<file path="src/rtl/apb_pkg.sv">
// Shared APB definitions: FSM state encoding and transfer direction codes.
package apb_pkg;

  localparam logic [1:0] ST_IDLE   = 2'd0;
  localparam logic [1:0] ST_SETUP  = 2'd1;
  localparam logic [1:0] ST_ACCESS = 2'd2;
  localparam logic [1:0] ST_RESP   = 2'd3;

  localparam logic APB_RD = 1'b0;
  localparam logic APB_WR = 1'b1;

  typedef enum logic [1:0] {
    S_IDLE   = ST_IDLE,
    S_SETUP  = ST_SETUP,
    S_ACCESS = ST_ACCESS,
    S_RESP   = ST_RESP
  } apb_state_t;

endpackage

</file>
<file path="src/rtl/apb_timeout_cnt.sv">
// ACCESS-phase wait counter. Flags the cycle in which the slave has had
// TIMEOUT access cycles without acknowledging. TIMEOUT = 0 never expires.
module apb_timeout_cnt #(
  parameter int TIMEOUT = 255
) (
  input  logic clk,
  input  logic resetn,
  input  logic i_clear,
  input  logic i_en,
  output logic o_expired
);

  // Index of the last allowed ACCESS cycle (counter starts at 0 in the first one).
  localparam logic [15:0] LP_LAST = (TIMEOUT == 0) ? 16'd0 : 16'(TIMEOUT - 1);

  logic [15:0] r_cnt;

  // Counter: cleared on entry to ACCESS, increments while waiting, saturates.
  always_ff @(posedge clk or negedge resetn) begin
    if (!resetn) begin
      r_cnt <= 16'd0;
    end else if (i_clear) begin
      r_cnt <= 16'd0;
    end else if (i_en && (r_cnt != 16'hFFFF)) begin
      r_cnt <= r_cnt + 16'd1;
    end
  end

  assign o_expired = (TIMEOUT != 0) && (r_cnt == LP_LAST);

endmodule

</file>
<file path="src/rtl/apb_initiator.sv">
// APB requester: one command at a time in, one APB transfer out, one
// response back. All APB and response outputs come straight from flops.
module apb_initiator
  import apb_pkg::*;
#(
  parameter int ADDR_WIDTH     = 32,
  parameter int APB_DATA_WIDTH = 32,
  parameter int TIMEOUT        = 255
) (
  input  logic                      clk,
  input  logic                      resetn,
  input  logic                      cmd_valid,
  output logic                      cmd_ready,
  input  logic                      cmd_rw,
  input  logic [ADDR_WIDTH-1:0]     cmd_addr,
  input  logic [APB_DATA_WIDTH-1:0] cmd_wdata,
  output logic                      rsp_valid,
  input  logic                      rsp_ready,
  output logic [APB_DATA_WIDTH-1:0] rsp_rdata,
  output logic                      rsp_err,
  output logic                      apb_psel,
  output logic                      apb_rw,
  output logic [ADDR_WIDTH-1:0]     apb_addr,
  output logic                      apb_enab,
  output logic [APB_DATA_WIDTH-1:0] apb_datai,
  input  logic [APB_DATA_WIDTH-1:0] apb_datao,
  input  logic                      apb_ack
);

  apb_state_t                r_state, w_state_nxt;
  logic                      r_psel,  w_psel_nxt;
  logic                      r_enab,  w_enab_nxt;
  logic                      r_rw,    w_rw_nxt;
  logic [ADDR_WIDTH-1:0]     r_addr,  w_addr_nxt;
  logic [APB_DATA_WIDTH-1:0] r_wdata, w_wdata_nxt;
  logic                      r_rvld,  w_rvld_nxt;
  logic [APB_DATA_WIDTH-1:0] r_rdata, w_rdata_nxt;
  logic                      r_err,   w_err_nxt;
  logic                      w_expired;
  logic                      w_cnt_clr;
  logic                      w_cnt_en;

  // Counter restarts on the SETUP->ACCESS edge and only runs while still waiting.
  assign w_cnt_clr = (r_state == S_SETUP);
  assign w_cnt_en  = (r_state == S_ACCESS) && !apb_ack && !w_expired;

  apb_timeout_cnt #(
    .TIMEOUT (TIMEOUT)
  ) u_tmo (
    .clk       (clk),
    .resetn    (resetn),
    .i_clear   (w_cnt_clr),
    .i_en      (w_cnt_en),
    .o_expired (w_expired)
  );

  // State and output registers; reset drops psel/enab and any pending response.
  always_ff @(posedge clk or negedge resetn) begin
    if (!resetn) begin
      r_state <= S_IDLE;
      r_psel  <= 1'b0;
      r_enab  <= 1'b0;
      r_rw    <= 1'b0;
      r_addr  <= '0;
      r_wdata <= '0;
      r_rvld  <= 1'b0;
      r_rdata <= '0;
      r_err   <= 1'b0;
    end else begin
      r_state <= w_state_nxt;
      r_psel  <= w_psel_nxt;
      r_enab  <= w_enab_nxt;
      r_rw    <= w_rw_nxt;
      r_addr  <= w_addr_nxt;
      r_wdata <= w_wdata_nxt;
      r_rvld  <= w_rvld_nxt;
      r_rdata <= w_rdata_nxt;
      r_err   <= w_err_nxt;
    end
  end

  // Next-state and next-output logic; everything holds unless a phase moves on.
  always_comb begin
    w_state_nxt = r_state;
    w_psel_nxt  = r_psel;
    w_enab_nxt  = r_enab;
    w_rw_nxt    = r_rw;
    w_addr_nxt  = r_addr;
    w_wdata_nxt = r_wdata;
    w_rvld_nxt  = r_rvld;
    w_rdata_nxt = r_rdata;
    w_err_nxt   = r_err;
    unique case (r_state)
      S_IDLE: begin
        if (cmd_valid) begin
          w_rw_nxt    = cmd_rw;
          w_addr_nxt  = cmd_addr;
          w_wdata_nxt = cmd_wdata;
          w_psel_nxt  = 1'b1;
          w_state_nxt = S_SETUP;
        end
      end
      S_SETUP: begin
        w_enab_nxt  = 1'b1;
        w_state_nxt = S_ACCESS;
      end
      S_ACCESS: begin
        // Ack takes priority over a timeout firing in the same cycle.
        if (apb_ack) begin
          w_psel_nxt  = 1'b0;
          w_enab_nxt  = 1'b0;
          w_rdata_nxt = (r_rw == APB_RD) ? apb_datao : '0;
          w_err_nxt   = 1'b0;
          w_rvld_nxt  = 1'b1;
          w_state_nxt = S_RESP;
        end else if (w_expired) begin
          w_psel_nxt  = 1'b0;
          w_enab_nxt  = 1'b0;
          w_rdata_nxt = '0;
          w_err_nxt   = 1'b1;
          w_rvld_nxt  = 1'b1;
          w_state_nxt = S_RESP;
        end
      end
      S_RESP: begin
        if (rsp_ready) begin
          w_rvld_nxt  = 1'b0;
          w_state_nxt = S_IDLE;
        end
      end
      default: w_state_nxt = S_IDLE;
    endcase
  end

  assign cmd_ready = (r_state == S_IDLE);
  assign apb_psel  = r_psel;
  assign apb_enab  = r_enab;
  assign apb_rw    = r_rw;
  assign apb_addr  = r_addr;
  assign apb_datai = r_wdata;
  assign rsp_valid = r_rvld;
  assign rsp_rdata = r_rdata;
  assign rsp_err   = r_err;

endmodule

</file>
<file path="config.mk">
export PLATFORM = sky130hd
export DESIGN_NAME = apb_initiator
export DESIGN_NICKNAME = d
export VERILOG_FILES = /design/src/rtl/apb_pkg.sv /design/src/rtl/apb_timeout_cnt.sv /design/src/rtl/apb_initiator.sv
export SDC_FILE = /design/constraint.sdc
export NUM_CORES = 1
export LEC_CHECK = 0
export ABC_AREA = 1
export BUFFER_PORTS_ARGS = -buffer_cell sky130_fd_sc_hd__buf_2
export CORE_AREA = 2 2 96 135
export DETAILED_ROUTE_END_ITERATION = 10
export DIE_AREA = 0 0 98 137
export PLACE_DENSITY = 0.77
export SETUP_SLACK_MARGIN = 0.1
export SLEW_MARGIN = 30
export SYNTH_ARGS = -nofsm -noshare
export SYNTH_HDL_FRONTEND = slang
export SYNTH_SLANG_ARGS = --single-unit
</file>
<file path="constraint.sdc">
create_clock -name clk -period 1.71 [get_ports clk]
set_clock_uncertainty 0.1 [all_clocks]
set_input_delay 0 -clock clk [delete_from_list [all_inputs] [get_ports clk]]
set_output_delay 0 -clock clk [all_outputs]
set_load 0.005 [all_outputs]
</file>
Word level (Yosys, flattened, before mapping)
Cells that the tools add are included.
Cells by class
  muxes and demuxes: 20
  equal/unequal tests: 8
  reduce and logical (&&, ||, !) cells: 17
  add/sub/neg operators: 1
Operators with widths (count)
  $mux 32: 3
  $mux 16: 2
  $add 16x1->16 const B: 1
  $eq 16x8->1 const B: 1
  $ne 16x16->1 const B: 1
  $reduce_bool 2->1: 5
  $reduce_and 3->1: 3
  $mux 2: 4
  $pmux 2 s4: 1
  $mux 1: 7
  $pmux 1 s2: 3
  $reduce_and 2->1: 3
  $eq 2x2->1 const B: 2
  $ne 2x2->1 const B: 2
  $logic_and 1x1->1: 3
  $ne 3x3->1 const B: 1
  $eq 2x1->1 const B: 1
  $logic_not 1->1: 2
  $logic_not 2->1: 1
Word-level totals
  output and inout port bits: 102
  bits of input ports: 102
  register bits: 119
  word-level logic and storage cells: 56

Depth between registers and ports, before layout
Gate-level depths: netlist of run 1.
  depth in word-level cells: 6
  gate-level depth with buffers: 11
  mapped depth without buffers: 10

Hierarchy
Synthesis of run 1 repeated with hierarchy kept, for this count alone.
Unflattened totals
  cells, all modules: 615
  area total of the unflattened synthesis: 5217.5 µm²
Modules (own cells, without submodules)
  apb_initiator: instances 1, sequential area each 2577.5 µm², area each 4132.7 µm², cells each 460
  apb_timeout_cnt: instances 1, sequential area each 400.4 µm², area each 1084.8 µm², cells each 155

Worst setup path before layout of run 1
No wires, ideal clock.
  path kind: register to register
  from: register r_state[0]
  to: register r_addr[13], in the netlist apb_addr[13]
  cell stages (with the launch flop): 7
  clock period less this slack: 1.718 ns
  data arrival time: 1.493 ns
  path buffers: 2
  required time: 1.485 ns
  setup slack: -0.008 ns
  library setup time: 0.125 ns
  path through: dfrtp_1 -> inv_1 -> ha_1 -> nand2_1 -> buf_2 -> buf_2 -> mux2_2
On the way
  longest elaborated chain between the ends: 2
RTL lines
  start: declaration: line apb_initiator.sv:30  | apb_state_t r_state, w_state_nxt;
  start signal: assignment: line apb_initiator.sv:70  | r_state <= w_state_nxt;
  $logic_not 2->1
  net cmd_ready: line apb_initiator.sv:13  | output logic cmd_ready,
  $reduce_and 2->1 (no source line)
  end signal: assignment: line apb_initiator.sv:74  | r_addr <= w_addr_nxt;
  end: declaration: line apb_initiator.sv:34  | logic [ADDR_WIDTH-1:0] r_addr, w_addr_nxt;
The timed path passes the listed nets, and every way through them passes these cells.
A chain may end at the register's enable or synchronous reset.

Worst setup path in the final report of run 1
  from: register u_tmo.r_cnt[5]
  to: register r_rdata[21], in the netlist rsp_rdata[21]
On the way
  longest elaborated chain between the ends: 3
RTL lines
  start: declaration: line apb_timeout_cnt.sv:16  | logic [15:0] r_cnt;
  start signal: assignment: line apb_timeout_cnt.sv:25  | r_cnt <= r_cnt + 16'd1;
  $eq 16x8->1: line apb_timeout_cnt.sv:29  | assign o_expired = (TIMEOUT != 0) && (r_cnt == LP_LAST);
  $reduce_bool 2->1 (no source line)
  $reduce_and 2->1 (no source line)
  end signal: assignment: line apb_initiator.sv:77  | r_rdata <= w_rdata_nxt;
  end: declaration: line apb_initiator.sv:37  | logic [APB_DATA_WIDTH-1:0] r_rdata, w_rdata_nxt;
Every way passes these cells.

==> results.toml, run 1 <==
[pwr]
pwr-share-clk_pct = 25.6
power.total_mw = 14.8
power_frac_seq_pct = 33.1
switching_share_pct = 36.2
power.switching_mw = 5.37
powerDensity_nw_per_um2 = 1620
cellInternalPower_mw = 9.47
ir_worst_vdd_v = 0.00117
p_leak_nw = 4.50
p_comb_share_pct = 41.3

[placement]
gp_congestion = 0.891
place_hpwl_um = 9510
dpl_cell_area_um2 = 6600
io_buffers = 203
post-place-ws_ns = -0.0546

[logic_synthesis]
mappedNetlistArea_um2 = 5260
ys_types = 26
synth_area_leader_cell = "dfrtp_1"
async_flop_share_pct = 100
ys_warn_count = 0
synth_most_common_cell = "nand2_1"
synth_top_area_share_pct = 56.7
syn_inst = 499
synth_nets = 607
syn_avg_cell_area_um2 = 10.5
seq_area_frac_synth_pct = 56.7
synth_common_cells = "132 x nand2_1, 119 x dfrtp_1, 65 x mux2_2, 34 x nor2_1, 30 x nand3_1"
synth_seq_cells = 119
synthTopCellsByArea = "dfrtp_1 57%, mux2_2 14%, nand2_1 9.4%"
synthFlopType = "dfrtp_1"
synth_edf_count = 0

[sta]
setup_slack_ns = -0.0390
drv_slew = 0
hold_viol_final = 0
finalCritPeriodShare_pct = 102
worstMarginPinSlew_ns = 0.494
hold_slack_ns = 0.0218
slew-limit-headroom_pct = 67.1
fin_crit_ns = 1.75
setup_violations = 21
rsz0062_at_grt = "yes"
max_freq_ghz = 0.572

[critical_path]
startpoint = "u_tmo.r_cnt[5]$_DFFE_PN0P_"
r2r-start = "u_tmo.r_cnt[5]$_DFFE_PN0P_"
r2r_slack_ns = -0.04
worstPathMaxFanout = 7
crit_required_ns = 1.91
r2r_end = "rsp_rdata[21]$_DFFE_PN0P_"
ff2ff_path_depth = 10
cp-end-kind = "register"
critPathKind = "reg2reg"
critPathArrivalTime_ns = 1.94
start_kind = "register"

[final_layout]
fillers = 671
drive_gt1_share_pct = 54.3
seq_area_um2 = 2990
syn2layout_area_growth_pct = 74.4
final_cell_area_um2 = 9160
final_nets = 961
multi_input_area_um2 = 2540

[floorplan]
dieArea_um2 = 13400
die_h_um = 137
core_um2 = 12200
die_w_um = 98
start_util_pct = 43.1
rows = 48
pin_count = 204

[global_routing]
grt_pass1_wl_um = 26200
grt_overflow_total = 0
grt_usage_pct = 24.7
antenna_found_initial = 2
grt_start_max_net_pins = 42
grt_pass1_vias = 5480

[routing]
wl_met2_um = 11400
drt_iter0_markers = 381
dr.max_layer_used = "met4"
dr.pass1.iters = 5
routed_wl_um = 20800
viasPerCell = 5.26
met3WireLength_um = 1160
wl_met1_um = 7460
vias = 5358
ant_nets = 0
drc = 0
wl_per_cell_um = 20.4

[status]
outcome = "finished, violations left"
violations = "setup timing"

[cts]
cts_tree = "done"
worst_skew_pair.late_latency_ns = 0.41
clockRootBuffer = "clkbuf_16"
numCtsBuffers = 17
htreeDepth = 4
cts.sinks = 119
clkTransAtPathRegs_ns = 0.06
clockBufferDepth = 2

[hold_path]
worstHoldPathType = "in2async"

[flow_run]
cap_violations = 0
-- area by class of cell --
cell class              instances  share of cell area, %
flip-flops and latches        119                   32.6
repair buffers                355                   30.0
multi-input cells             339                   27.7
clock buffers                  18                   4.68
well taps                     150                   2.05
clock inverters                14                   2.03
inverters                      21                  0.860
diodes                          2                 0.0546
-- worst max-delay path by stage --
stage,end,slack [ns],depth (start not counted)
2_1_floorplan,apb_addr[0]$_DFFE_PN0P_,0.04,5
6_report,rsp_rdata[21]$_DFFE_PN0P_,-0.04,10
3_3_place_gp,u_tmo.r_cnt[9]$_DFFE_PN0P_,0.02,10
3_5_place_dp,u_tmo.r_cnt[8]$_DFFE_PN0P_,-0.05,10
5_1_grt,rsp_rdata[17]$_DFFE_PN0P_,-0.09,9
4_1_cts,rsp_rdata[30]$_DFFE_PN0P_,0.06,10
-- metal layers --
metal | track usage [%] | up-vias
li1 | - | 2355
met1 | 26.6 | 2635
met2 | 46.5 | 296
met3 | 5.26 | 72
met4 | 10.2 | 0
met5 | 0 | -
-- power groups by stage --
stage / combinational (mW) / clock [mW] / sequential, mW
final: 6.13 / 3.80 / 4.91
after global routing: 6.49 / 3.94 / 5.01
after CTS: 4.79 / 3.76 / 4.63
after detailed placement: 4.27 / 0 / 4.67
after global placement: 4.07 / 0 / 4.61
after floorplan: 2.29 / 0 / 4.72
-- layout by cell type, fill, tap and decap left out, types with 3 or more instances in the layout --
master	instances
bufinv_16	3
inv_1	19
nand2_2	26
nand3_4	3
nor2_2	7
buf_2	202
buf_16	3
buf_6	6
mux2_2	65
nor2_1	27
dlygate4sd3_1	101
xor2_1	6
nand4_1	7
dfrtp_2	6
clkbuf_16	26
inv_6	6
o21ai_2	25
dfrtp_1	113
buf_4	26
ha_1	3
nand3_2	17
nand2_8	3
buf_12	8
nand2_1	93
nand2_4	24
nand3_1	11
o21ai_1	8
-- kinds of logic after synthesis --
kind of cell             after synthesis  synth area share [%]
AND/OR/NAND/NOR                      221                  18.0
flip-flops                           119                  56.7
multiplexers                          65                  13.9
buffers and inverters                 43                  4.21
AO/OA/AOI/OAI                         38                  4.60
XOR/XNOR                               7                  1.17
adder cells (fa/ha/maj)                6                  1.43
-- stage by stage --
| stage | setup TNS (ns) | util [%] | instances |
|---|---|---|---|
| 2_1_floorplan | 0 | - | 499 |
| 3_3_place_gp | 0 | 54.1 | 858 |
| 3_5_place_dp | -0.392 | 54.1 | 858 |
| 4_1_cts | 0 | 69.3 | 998 |
| 5_1_grt | -2.70 | 75.2 | 1018 |
| 6_report | -0.251 | 75.2 | 1018 |
-- registers in the layout, summed over array words and instances, names as in the netlist, 2 cells and up --
signal,count
u_tmo.r_cnt,16
apb_datai,32
r_state,2
apb_addr,32
rsp_rdata,32
-- critical path: stages, from the launching register on --
cell and delay (ns):
dfrtp_1 0.44, nand2_2 0.12, inv_1 0.08, nand2_1 0.07
nor2_2 0.14, nand2_2 0.12, nand2_4 0.14, nand2_8 0.10
buf_16 0.17, nand2_4 0.08, o21ai_2 0.07
-- repair_timing --
item / 4_1_cts / 5_1_grt
gates resized for setup: 27 / 109
endpoints found under the setup margin: 102 / 119
cloned: 3 / 12
hold buffers: 101 / 0
buffers inserted: 4 / 6
hold endpoints to repair: 220 / 0
pin swaps: 10 / 15
Note: power is estimated with default switching activity, not from simulation.
==> run 2: changes to the inputs <==
==> constraint.sdc (replaced) <==
create_clock -name clk -period 1.71 [get_ports clk]
set_clock_uncertainty 0.1 [all_clocks]
set_input_delay 0.0855 -clock clk [delete_from_list [all_inputs] [get_ports clk]]
set_output_delay 0.0855 -clock clk [all_outputs]
set_load 0.005 [all_outputs]
==> run 2 against run 1 <==
  * The run still ends with setup timing left
  * Fmax increased by 0.63%
  * Via count down 3.3%
  * Combinational power down 11%
  * Critical path depth shrank 2
  * Sequential power decreased by 4%
  * Global-route usage shrank 0.57 points
  * Setup slack better by 0.011 ns
  * Power is 8.4% lower
  * First-iteration DRC count down 5.5%
  * Die area stayed put
  * Largest cell class unchanged
==> results.toml, run 2 (synthesis results as in run 1) <==
[cts]
clkTransAtPathRegs_ns = 0.06
htreeDepth = 4
clockBufferDepth = 2
cts.sinks = 119
numCtsBuffers = 17
clockRootBuffer = "clkbuf_16"
cts_tree = "done"
worst_skew_pair.late_latency_ns = 0.41

[floorplan]
start_util_pct = 43.1
die_h_um = 137
die_w_um = 98
dieArea_um2 = 13400
rows = 48
core_um2 = 12200
pin_count = 204

[final_layout]
final_cell_area_um2 = 8710
final_common_cell = "buf_2"
final_nets = 957
syn2layout_area_growth_pct = 65.7
multi_input_area_um2 = 2220
fillers = 753
seq_area_um2 = 2980
drive_gt1_share_pct = 47.6
layout_common_cells = "202 x buf_2, 124 x nand2_1, 117 x dfrtp_1"

[critical_path]
critPathArrivalTime_ns = 1.94
startpoint = "r_state[0]$_DFFE_PN0P_"
worstPathMaxFanout = 6
r2r-start = "r_state[0]$_DFFE_PN0P_"
endpoint = "u_tmo.r_cnt[10]$_DFFE_PN0P_"
critPathKind = "reg2reg"
start_kind = "register"
r2r_slack_ns = -0.03
crit_required_ns = 1.91
ff2ff_path_depth = 8
cp-end-kind = "register"
r2r_end = "u_tmo.r_cnt[10]$_DFFE_PN0P_"

[pwr]
p_comb_share_pct = 40.2
pwr-share-clk_pct = 25.0
power_frac_seq_pct = 34.8
powerDensity_nw_per_um2 = 1560
switching_share_pct = 34.5
power.switching_mw = 4.69
power.total_mw = 13.6
ir_worst_vdd_v = 0.00127
cellInternalPower_mw = 8.91
p_leak_nw = 4.33

[placement]
place_hpwl_um = 9590
io_buffers = 203
dpl_cell_area_um2 = 6580
gp_congestion = 0.870

[sta]
hold_viol_final = 0
setup_violations = 13
setup_slack_ns = -0.0281
worstMarginPinSlew_ns = 0.344
fin_crit_ns = 1.74
fin_tns_setup_ns = -0.160
drv_slew = 0
finalCritPeriodShare_pct = 102
slew-limit-headroom_pct = 77.0
max_freq_ghz = 0.575
rsz0062_at_grt = "yes"

[routing]
viasPerCell = 5.12
dr.pass1.iters = 4
drc = 0
wl_per_cell_um = 17.9
ant_nets = 0
routed_wl_um = 18100
drt_iter0_markers = 360
vias = 5179

[flow_run]
cap_violations = 0

[global_routing]
grt_start_max_net_pins = 51
grt_pass1_vias = 5382
grt_usage_pct = 24.1
grt_pass1_wl_um = 25800
grt_overflow_total = 0
antenna_found_initial = 0

[hold_path]
worstHoldPathType = "in2async"

[status]
violations = "setup timing"
outcome = "finished, violations left"
run 2: cell count changes in the layout (fill, tap and decap cells not counted), sizes merged:
cell         change
dlygate4sd3      -1
nand2            -1
clkinv           +2
diode            -1
clkbuf           -1
inv              -3
bufinv           -2
buf              -1
clkinvlp         +2
run 2: layout make-up:
cell class / count / area share, %
flip-flops and latches: 119 / 34.2
repair buffers: 352 / 30.7
multi-input cells: 338 / 25.5
clock buffers: 18 / 5.04
well taps: 150 / 2.16
clock inverters: 13 / 1.41
inverters: 21 / 0.905
diodes: 1 / 0.0287
run 2: what timing repair did:
item                       4_1_cts  5_1_grt
buffers inserted                 6        3
pin swaps                        0       14
gates cloned                     2       12
hold buffers                   100        0
setup endpoints to repair       94      119
gates resized for setup          8       42
hold endpoints to repair       220        0
run 2: metrics by stage:
step | utilization (%) | std cells | hold WS (ns) | worst slack (ns)
finish | 71.4 | 1012 | 0.0377 | -0.0281
global route | 71.4 | 1011 | 0.0664 | -0.137
CTS | 67.8 | 996 | 0.0123 | 0.0766
detailed placement | 53.9 | 857 | -0.0840 | -0.00326
global placement | 53.9 | 857 | -0.0882 | 0.0173
floorplan | - | 499 | -0.310 | 0.0383
run 2: power groups by stage:
stage               combinational [mW]  sequential [mW]  clock [mW]
floorplan                         2.29             4.72           0
detailed placement                4.26             4.68           0
global placement                  4.08             4.60           0
CTS                               4.65             4.65        3.42
global route                      5.89             4.85        3.58
finish                            5.47             4.73        3.40
run 2: worst min-delay path by stage:
stage | start | depth (start not counted) | end
after floorplan | resetn | 0 | apb_addr[0]$_DFFE_PN0P_
after global placement | resetn | 1 | apb_addr[13]$_DFFE_PN0P_
after detailed placement | resetn | 1 | apb_addr[21]$_DFFE_PN0P_
after CTS | cmd_valid | 5 | r_state[1]$_DFFE_PN0P_
after global routing | resetn | 2 | apb_addr[20]$_DFFE_PN0P_
final | resetn | 2 | apb_addr[15]$_DFFE_PN0P_
run 2: worst max-delay path: stages, from the launching register on:
cell     delay, ns
dfrtp_1       0.39
inv_1         0.09
ha_1          0.24
inv_1         0.09
nor2_2        0.20
nand3_4       0.20
buf_4         0.19
nand3_1       0.07
nand2_1       0.06
run 2: layer usage:
layer,GRT usage (%),vias up,part of all wire (%)
li1,-,2336,-
met1,26.1,2541,35
met2,44.0,244,55
met3,5.82,58,5.7
met4,11.4,0,3.3
met5,0,-,0
